File: config.mk
export PLATFORM = sky130hd
export DESIGN_NAME = priority_arbiter_flat
export DESIGN_NICKNAME = d
export VERILOG_FILES = /design/src/rtl/priority_arbiter_if.sv /design/src/rtl/priority_arbiter.sv /design/src/flat_wrapper.sv
export SDC_FILE = /design/constraint.sdc
export NUM_CORES = 1
export LEC_CHECK = 0
export CORE_MARGIN = 5
export CORE_UTILIZATION = 45
export CTS_CLUSTER_SIZE = 25
export DETAILED_ROUTE_END_ITERATION = 10
export GPL_ROUTABILITY_DRIVEN = 0
export GPL_TIMING_DRIVEN = 0
export PLACE_DENSITY = 0.76
export RECOVER_POWER = 50
export SYNTH_ARGS = -nofsm -noshare
export SYNTH_HDL_FRONTEND = slang
export SYNTH_SLANG_ARGS = --single-unit
export TNS_END_PERCENT = 30
File: constraint.sdc
create_clock -name clk -period 1.6 [get_ports clk]
set_input_delay 0.32 -clock clk [delete_from_list [all_inputs] [get_ports clk]]
set_output_delay 0.32 -clock clk [all_outputs]
set_load 0.03 [all_outputs]
File: src/rtl/priority_arbiter_if.sv
// Request/grant bundle shared by the priority arbiter and its requesters.
// The master side drives requests and the slave (arbiter) side returns registered grants.
interface priority_arbiter_if #(
    parameter int unsigned N     = 8,
    parameter int unsigned IDX_W = $clog2(N)
);

    logic [N-1:0]     req;
    logic             rr_mode;
    logic [N-1:0]     gnt;
    logic [IDX_W-1:0] gnt_idx;
    logic             gnt_valid;
    logic             timeout_pulse;

    modport master (
        output req,
        output rr_mode,
        input  gnt,
        input  gnt_idx,
        input  gnt_valid,
        input  timeout_pulse
    );

    modport slave (
        input  req,
        input  rr_mode,
        output gnt,
        output gnt_idx,
        output gnt_valid,
        output timeout_pulse
    );

endinterface

File: src/rtl/priority_arbiter.sv
// Fixed-priority / round-robin arbiter with a per-winner hold timeout.
// Grants are registered; one dead cycle always separates consecutive grants.
module priority_arbiter #(
    parameter int unsigned N        = 8,
    parameter int unsigned MAX_HOLD = 16,
    parameter int unsigned IDX_W    = $clog2(N)
) (
    input  logic              clk,
    input  logic              rst_n,
    priority_arbiter_if.slave bus
);

    localparam int unsigned     CntW     = (MAX_HOLD > 1) ? $clog2(MAX_HOLD) : 1;
    localparam logic [CntW-1:0] HoldLast = CntW'(MAX_HOLD - 1);
    localparam logic [IDX_W-1:0] LastIdx = IDX_W'(N - 1);

    typedef enum logic [0:0] {
        StIdle,
        StBusy
    } state_e;

    state_e           state_q, state_d;
    logic [N-1:0]     gnt_q, gnt_d;
    logic [IDX_W-1:0] idx_q, idx_d;
    logic             valid_q, valid_d;
    logic             to_q, to_d;
    logic [CntW-1:0]  cnt_q, cnt_d;
    logic [IDX_W-1:0] ptr_q, ptr_d;

    logic [IDX_W-1:0] fix_idx;
    logic [IDX_W-1:0] low_idx;
    logic             low_hit;
    logic [IDX_W-1:0] win_idx;
    logic             hold_expired;

    // Fixed priority: highest asserted index; low_* is the same search limited to idx <= ptr.
    // Descending from ptr with wrap is "best at or below ptr, else best overall".
    always_comb begin
        fix_idx = '0;
        low_idx = '0;
        low_hit = 1'b0;
        for (int unsigned i = 0; i < N; i++) begin
            if (bus.req[i]) begin
                fix_idx = IDX_W'(i);
                if (IDX_W'(i) <= ptr_q) begin
                    low_idx = IDX_W'(i);
                    low_hit = 1'b1;
                end
            end
        end
    end

    always_comb begin
        win_idx = fix_idx;
        if (bus.rr_mode && low_hit) begin
            win_idx = low_idx;
        end
    end

    assign hold_expired = (MAX_HOLD != 0) && (cnt_q == HoldLast);

    always_comb begin
        state_d = state_q;
        gnt_d   = gnt_q;
        idx_d   = idx_q;
        valid_d = valid_q;
        to_d    = 1'b0;
        cnt_d   = cnt_q;
        ptr_d   = ptr_q;
        unique case (state_q)
            StIdle: begin
                if (|bus.req) begin
                    state_d = StBusy;
                    gnt_d   = N'(1) << win_idx;
                    idx_d   = win_idx;
                    valid_d = 1'b1;
                    cnt_d   = '0;
                end
            end
            StBusy: begin
                // A release wins over a coincident timeout, so no pulse in that case.
                if (!bus.req[idx_q] || hold_expired) begin
                    state_d = StIdle;
                    gnt_d   = '0;
                    idx_d   = '0;
                    valid_d = 1'b0;
                    cnt_d   = '0;
                    to_d    = bus.req[idx_q];
                    ptr_d   = (idx_q == '0) ? LastIdx : idx_q - IDX_W'(1);
                end else if (MAX_HOLD != 0) begin
                    cnt_d = cnt_q + CntW'(1);
                end
            end
            default: begin
                state_d = StIdle;
            end
        endcase
    end

    always_ff @(posedge clk or negedge rst_n) begin
        if (!rst_n) begin
            state_q <= StIdle;
            gnt_q   <= '0;
            idx_q   <= '0;
            valid_q <= 1'b0;
            to_q    <= 1'b0;
            cnt_q   <= '0;
            ptr_q   <= LastIdx;
        end else begin
            state_q <= state_d;
            gnt_q   <= gnt_d;
            idx_q   <= idx_d;
            valid_q <= valid_d;
            to_q    <= to_d;
            cnt_q   <= cnt_d;
            ptr_q   <= ptr_d;
        end
    end

    assign bus.gnt           = gnt_q;
    assign bus.gnt_idx       = idx_q;
    assign bus.gnt_valid     = valid_q;
    assign bus.timeout_pulse = to_q;

`ifndef SYNTHESIS
    always_ff @(posedge clk) begin
        if (rst_n) begin
            assert ($onehot0(gnt_q));
            assert (valid_q == (|gnt_q));
        end
    end
`endif

endmodule

File: src/flat_wrapper.sv
// flat-port wrapper written by rule: the top's interface ports become plain ports
module priority_arbiter_flat 
#(
    parameter int unsigned N        = 8,
    parameter int unsigned MAX_HOLD = 16,
    parameter int unsigned IDX_W    = $clog2(N)
)
  (clk, rst_n, bus_req, bus_rr_mode, bus_gnt, bus_gnt_idx, bus_gnt_valid, bus_timeout_pulse);
  priority_arbiter_if #(.N(N), .IDX_W(IDX_W)) bus_i ();
  input  logic clk;
  input  logic rst_n;
  input wire logic [$bits(bus_i.req)-1:0] bus_req;
  input wire logic [$bits(bus_i.rr_mode)-1:0] bus_rr_mode;
  output wire logic [$bits(bus_i.gnt)-1:0] bus_gnt;
  output wire logic [$bits(bus_i.gnt_idx)-1:0] bus_gnt_idx;
  output wire logic [$bits(bus_i.gnt_valid)-1:0] bus_gnt_valid;
  output wire logic [$bits(bus_i.timeout_pulse)-1:0] bus_timeout_pulse;
  assign bus_i.req = bus_req;
  assign bus_i.rr_mode = bus_rr_mode;
  assign bus_gnt = bus_i.gnt;
  assign bus_gnt_idx = bus_i.gnt_idx;
  assign bus_gnt_valid = bus_i.gnt_valid;
  assign bus_timeout_pulse = bus_i.timeout_pulse;
  priority_arbiter #(.N(N), .MAX_HOLD(MAX_HOLD), .IDX_W(IDX_W)) u_core (.clk(clk), .rst_n(rst_n), .bus(bus_i));
endmodule
Word level (Yosys, flattened, before mapping)
Cells that the tools add are included.
{"block": "totals", "regBits": 21, "out_inout_bits": 13, "elab_cells": 88, "inputBits": 11}
{"block": "op_classes", "n_reduce_logical": 7, "add_sub_neg": 2, "magnitude_cmp": 9, "muxes": 58, "shifts": 1, "bitwise_logic": 1, "eq_ne": 3}
{"operator": "$mux W3", "count": 21}
{"operator": "$mux W1", "count": 25}
{"operator": "$mux W8", "count": 2}
{"operator": "$pmux W8 S2", "count": 1}
{"operator": "$le A3 B3 Y1 const A", "count": 4}
{"operator": "$mux W4", "count": 2}
{"operator": "$pmux W4 S2", "count": 1}
{"operator": "$reduce_or A8 Y1", "count": 1}
{"operator": "$shl A1 B3 Y8 const A", "count": 1}
{"operator": "$le A1 B3 Y1 const A", "count": 2}
{"operator": "$le A2 B3 Y1 const A", "count": 2}
{"operator": "$pmux W3 S2", "count": 1}
{"operator": "$add A4 B1 Y4 const B", "count": 1}
{"operator": "$eq A4 B4 Y1 const B", "count": 1}
{"operator": "$lt A3 B4 Y1 const B", "count": 1}
{"operator": "$mux W2", "count": 2}
{"operator": "$pmux W1 S2", "count": 2}
{"operator": "$reduce_and A2 Y1", "count": 2}
{"operator": "$bmux W1 S3", "count": 1}
{"operator": "$logic_not A3 Y1", "count": 1}
{"operator": "$sub A3 B1 Y3 const B", "count": 1}
{"operator": "$ne A2 B1 Y1 const B", "count": 1}
{"operator": "$ne A2 B2 Y1 const B", "count": 1}
{"operator": "$logic_and A1 B1 Y1", "count": 1}
{"operator": "3 further kinds", "count": 3}

Depth between registers and ports, before layout
{"block": "depth", "ltp_word": 22, "depth_mapped": 7}

Least setup slack after synthesis
Ideal clock, no wire load.
{"block": "synth_path", "path_type": "register to register", "from": "register u_core.idx_q[1] (netlist: u_core.bus.gnt_idx[1])", "to": "register u_core.gnt_q[2] (netlist: u_core.bus.gnt[2])", "required_ps": 1478, "period_less_slack_ps": 2024, "arrival_time_ps": 1903, "setup_slack_ps": -424, "path_stages_with_launch": 7, "path_cell_list": "dfrtp_1 -> mux4_1 -> mux2i_1 -> o21ai_2 -> and2_4 -> buf_6 -> a32o_1"}
{"block": "synth_between", "elab_chain_len": 6}
{"element": "from (decl)", "line_no": "priority_arbiter.sv:24", "text": "logic [IDX_W-1:0] idx_q, idx_d;"}
{"element": "from (signal assigned)", "line_no": "priority_arbiter.sv:112", "text": "idx_q <= idx_d;"}
{"element": "$bmux W1 S3", "line_no": "priority_arbiter.sv:82", "text": "if (!bus.req[idx_q] || hold_expired) begin"}
{"element": "$mux W1 (implied by the code)", "line_no": "priority_arbiter.sv:82"}
{"element": "$logic_not A1 Y1", "line_no": "priority_arbiter.sv:82"}
{"element": "$logic_or A1 B1 Y1", "line_no": "priority_arbiter.sv:82"}
{"element": "$ne A2 B2 Y1 (no source line)"}
{"element": "$reduce_and A2 Y1 (no source line)"}
{"element": "to (signal assigned)", "line_no": "priority_arbiter.sv:111", "text": "gnt_q <= gnt_d;"}
{"element": "to (decl)", "line_no": "priority_arbiter.sv:23", "text": "logic [N-1:0] gnt_q, gnt_d;"}
No other way between the ends. The select of a mux whose other input is x is not followed.
A chain may end at the register's enable or synchronous reset.

Final worst setup path
{"block": "layout_path", "from": "register u_core.ptr_q[0]", "to": "register u_core.gnt_q[7] (netlist: u_core.bus.gnt[7])"}
{"block": "layout_between", "elab_chain_len": 22}
{"element": "from (decl)", "line_no": "priority_arbiter.sv:28", "text": "logic [IDX_W-1:0] ptr_q, ptr_d;"}
{"element": "from (signal assigned)", "line_no": "priority_arbiter.sv:108", "text": "ptr_q <= LastIdx;"}
{"element": "from (signal assigned)", "line_no": "priority_arbiter.sv:116", "text": "ptr_q <= ptr_d;"}
{"element": "$le A1 B3 Y1", "line_no": "priority_arbiter.sv:45", "text": "if (IDX_W'(i) <= ptr_q) begin"}
{"element": "$mux W1", "line_no": "priority_arbiter.sv:45"}
{"element": "$mux W1", "line_no": "priority_arbiter.sv:43", "text": "if (bus.req[i]) begin"}
{"element": "$mux W1", "line_no": "priority_arbiter.sv:45"}
{"element": "$mux W1", "line_no": "priority_arbiter.sv:43"}
{"element": "$mux W1", "line_no": "priority_arbiter.sv:45"}
{"element": "$mux W1", "line_no": "priority_arbiter.sv:43"}
{"element": "$mux W1", "line_no": "priority_arbiter.sv:45"}
{"element": "(+6 left out)"}
{"element": "$mux W1", "line_no": "priority_arbiter.sv:43"}
{"element": "$mux W1", "line_no": "priority_arbiter.sv:45"}
{"element": "$mux W1", "line_no": "priority_arbiter.sv:43"}
{"element": "$logic_and A1 B1 Y1", "line_no": "priority_arbiter.sv:55", "text": "if (bus.rr_mode && low_hit) begin"}
{"element": "$mux W3 *", "line_no": "priority_arbiter.sv:55"}
{"element": "$shl A1 B3 Y8 *", "line_no": "priority_arbiter.sv:74", "text": "gnt_d = N'(1) << win_idx;"}
{"element": "$mux W8 *", "line_no": "priority_arbiter.sv:72", "text": "if (|bus.req) begin"}
{"element": "$pmux W8 S2 *", "line_no": "priority_arbiter.sv:70", "text": "unique case (state_q)"}
Every way passes the cells marked *; elsewhere a longest branch is shown, timed or not. The select of a mux whose other input is x is not followed.

==> run metrics <==
met1 Track Usage GR between 20 and 25%; failing checks negative setup slack; Iteration-0 DRC Markers 60; RSZ-0062 raised after global routing true; Crit path largest cell delay between 0.4 and 0.5 ns; Synthesized Nets 142; die height 62.0 um; main combinational cell family by area after synthesis compound AO/OA/AOI/OAI gates; Slew headroom ~36%; Detail Placement HPWL 2.17 mm; share of cells above drive strength 1 32.1%; global-route wire length before repair 5.28 mm; Worst Reg-to-Reg Cells 6; final WL 3.53 mm; reg2reg start u_core.ptr_q[0]$_DFFE_PN1P_; fmax ~520 MHz; post-synthesis cell count 128; Distinct cells, synth 37; die area 3850 um2; total leakage power 0.799 nW; GRT overflow 0; Synth Area in Adders ~3.1%; chip width 62.0 um; largest net degree at the start of global routing 22; n_diodes 0; Final min period between 1.5 and 2 ns; final net count roughly 180; Remaining DRCs 0; PortBufs 23; worst setup path category flop to flop; Slew Viols, Final 0; Hold Crit Start u_core.bus.gnt[4]$_DFFE_PN0P_; standard-cell rows 18; H-tree levels 1; mux contribution to synthesized area 6.89%; Fillers 199; area growth from synthesis to layout 42.9%; clk root buf clkbuf_4; # setup viols final 20; clk_skew 0.00642 ns; Initial Util around half; Setup crit end kind flop; grt peak-use layer met2; number of I/O pins 24; Synth Register Bits 21; CP cell instances nor3_1, o211ai_1, o21ai_2, mux2i_2, nand2_2, a32o_1; share of the cycle needed by the critical path after routing 120%; hold path depth 2; pwr/cell area 2010 nW/um2; worst-path maximum fanout 6; reg-to-reg setup timing slack -0.32 ns; Clk Latency, worst-skew pair 0.31 ns; Via Count about 1.2k; clock-pin slew on the worst setup and hold paths 0.12 ns; type of origin of the critical path flop; clk buf depth 2; vias per cell 6.14; post-synthesis xor/xnor area fraction 0%; routed length per placed instance 17.8 um; Slew @ Worst Pin 0.950 ns; initial antenna violation count 0; met3 Use GR approximately 2.5%; TritonCTS clock tree built; non-filler cells in the finished layout about 200; CTS buffer count 3; sequential fraction of the synthesis area 43.5%; Mapped Area 1220 um2; Overall Power 3.49 mW; vias in the first global route ~1.2k; Worst Hold Path EP u_core.bus.gnt[4]$_DFFE_PN0P_; Core ar. ~2500 um2; Inst Count DP 181; Arr. time, crit path 2.14 ns; synth warn 0; post-synthesis simple-gate area fraction 17.4%; Peak VDD IR 1600 uV; Hold Fails Final Rpt 0; Min-Delay Path Class flop to flop; clock tree sinks 21; status finished with violations; M2 GR Usage 34.8%; WP data required between 1.5 and 2 ns; Tot GR Track Use 18.5%; Max Cap Viol 0; Worst Slack Setup Final -0.324 ns; post-route ant nets 0; syn_area_per_cell 9.51 um2; CP max stage cell dfstp_2; drt pass-1 iters 4; Reg2Reg Capture Point u_core.bus.gnt[7]$_DFFE_PN0P_; Compound-Gate Fraction of Synth Area 25.5%
synth_stat cells:
library cell / number / area [um2]
a211oi_1: 2 / 15.0
a21o_1: 4 / 30.0
a21oi_1: 6 / 30.0
a22o_1: 2 / 17.5
a22oi_1: 1 / 7.51
a32o_1: 4 / 40.0
a32oi_1: 1 / 8.76
and2_1: 1 / 6.26
and2_4: 1 / 8.76
and3_1: 2 / 12.5
buf_2: 3 / 15.0
buf_6: 1 / 11.3
dfrtp_1: 18 / 450
dfstp_2: 3 / 78.8
ha_1: 3 / 37.5
inv_1: 5 / 18.8
mux2_2: 1 / 11.3
mux2i_1: 2 / 20.0
mux4_1: 2 / 52.6
nand2_1: 17 / 63.8
nand2b_1: 3 / 18.8
nand3_1: 4 / 20.0
nor2_1: 8 / 30.0
nor2b_1: 2 / 12.5
nor3_1: 2 / 10.0
nor3_2: 1 / 10.0
nor4_1: 2 / 12.5
o211ai_1: 3 / 22.5
o21ai_0: 14 / 70.1
o21ai_1: 2 / 10.0
o21ai_2: 1 / 8.76
o21bai_1: 1 / 7.51
o22ai_1: 2 / 12.5
o311ai_0: 1 / 8.76
o31ai_2: 1 / 12.5
o32ai_1: 1 / 8.76
or3_1: 1 / 6.26
placed cells by master, fill, tap and decap left out, drive strengths merged, types with 3 or more instances in the layout:
master | synthesis | final
a21oi | 6 | 6
ha | 3 | 3
nand3 | 4 | 4
dfrtp | 18 | 18
nand2b | 3 | 3
a32o | 4 | 4
dlygate4sd2 | 0 | 19
a21o | 4 | 4
clkbuf | 0 | 4
inv | 5 | 5
o21ai | 17 | 17
nor3 | 3 | 3
nor2 | 8 | 8
o211ai | 3 | 3
buf | 4 | 17
dfstp | 3 | 3
nand2 | 17 | 17
where the power goes:
group          internal (mW)  switching [mW]  total (mW)
combinational           1.08            1.20        2.28
clock                 0.0934           0.166       0.259
sequential             0.760           0.194       0.954
area by class of cell:
class                           instances  area, um2  area share [%]
Buffer                                  3       33.8            1.94
Timing Repair Buffer                   37        328            18.8
Clock inverter                          1       5.00           0.288
Clock buffer                            3       22.5            1.29
Sequential cell                        21        532            30.6
Multi-Input combinational cell         98        762            43.8
Inverter                                5       18.8            1.08
Tap cell                               30       37.5            2.16
worst max-delay path: cells and delay by family, from the launching register on:
family / cells / cell delay, ns
DFF: 1 / 0.43
muxes: 1 / 0.27
AOI/OAI and AO/OA: 3 / 0.66
and+or+nand+nor: 2 / 0.45
cells by family (layout without fill, tap and decap cells):
kind of cell / after synthesis / count (layout)
multiplexers: 5 / 5
AO/OA/AOI/OAI: 46 / 46
flip-flops: 21 / 21
adder cells (fa/ha/maj): 3 / 3
AND/OR/NAND/NOR: 44 / 44
buffers and inverters: 9 / 49
how the worst max path moves through the flow:
stage                                       from  cells past startpoint                       endpoint  slack [ns]
2_1_floorplan  u_core.bus.gnt_idx[1]$_DFFE_PN0P_                      6  u_core.bus.gnt[2]$_DFFE_PN0P_       -0.30
3_3_place_gp                          bus_req[3]                      7  u_core.bus.gnt[3]$_DFFE_PN0P_       -0.74
3_5_place_dp                          bus_req[3]                      7  u_core.bus.gnt[3]$_DFFE_PN0P_       -0.77
4_1_cts              u_core.ptr_q[1]$_DFFE_PN1P_                      7  u_core.bus.gnt[3]$_DFFE_PN0P_       -0.25
5_1_grt              u_core.ptr_q[0]$_DFFE_PN1P_                      6  u_core.bus.gnt[7]$_DFFE_PN0P_       -0.40
6_report             u_core.ptr_q[0]$_DFFE_PN1P_                      6  u_core.bus.gnt[7]$_DFFE_PN0P_       -0.32
metrics by stage:
| step | setup slack [ns] | utilization [%] | setup TNS [ns] | cell area [um2] | hold WS (ns) |
|---|---|---|---|---|---|
| after global placement | -0.742 | 58.7 | -12.28 | 1480 | 0.467 |
| after CTS | -0.247 | 64.1 | -2.84 | 1620 | 0.494 |
| after detailed placement | -0.769 | 58.7 | -13.28 | 1480 | 0.476 |
| final | -0.324 | 68.9 | -3.59 | 1740 | 0.494 |
| after floorplan | -0.298 | - | -3.34 | 1210 | 0.0244 |
| after global routing | -0.398 | 68.9 | -4.82 | 1740 | 0.510 |
timing repair:
action	4_1_cts	5_1_grt
cloned	1	1
hold buffers	0	0
gates resized for setup	44	20
pin swaps	7	8
buffers inserted	6	6
setup endpoints to repair	34	21
state kept, by name, summed over array words and instances (netlist names):
name                      flops
u_core.ptr_q                  3
u_core.bus.timeout_pulse      1
u_core.state_q                1
u_core.bus.gnt_valid          1
u_core.bus.gnt_idx            3
u_core.bus.gnt                8
u_core.cnt_q                  4
per-layer routing:
layer  share of wire [%]  up-vias
li1                    -      557
met1                  39      598
met2                  53       53
met3                 6.4        8
met4                 1.4        0
met5                   0        -
No activity file was read; power rests on OpenSTA's default activity.
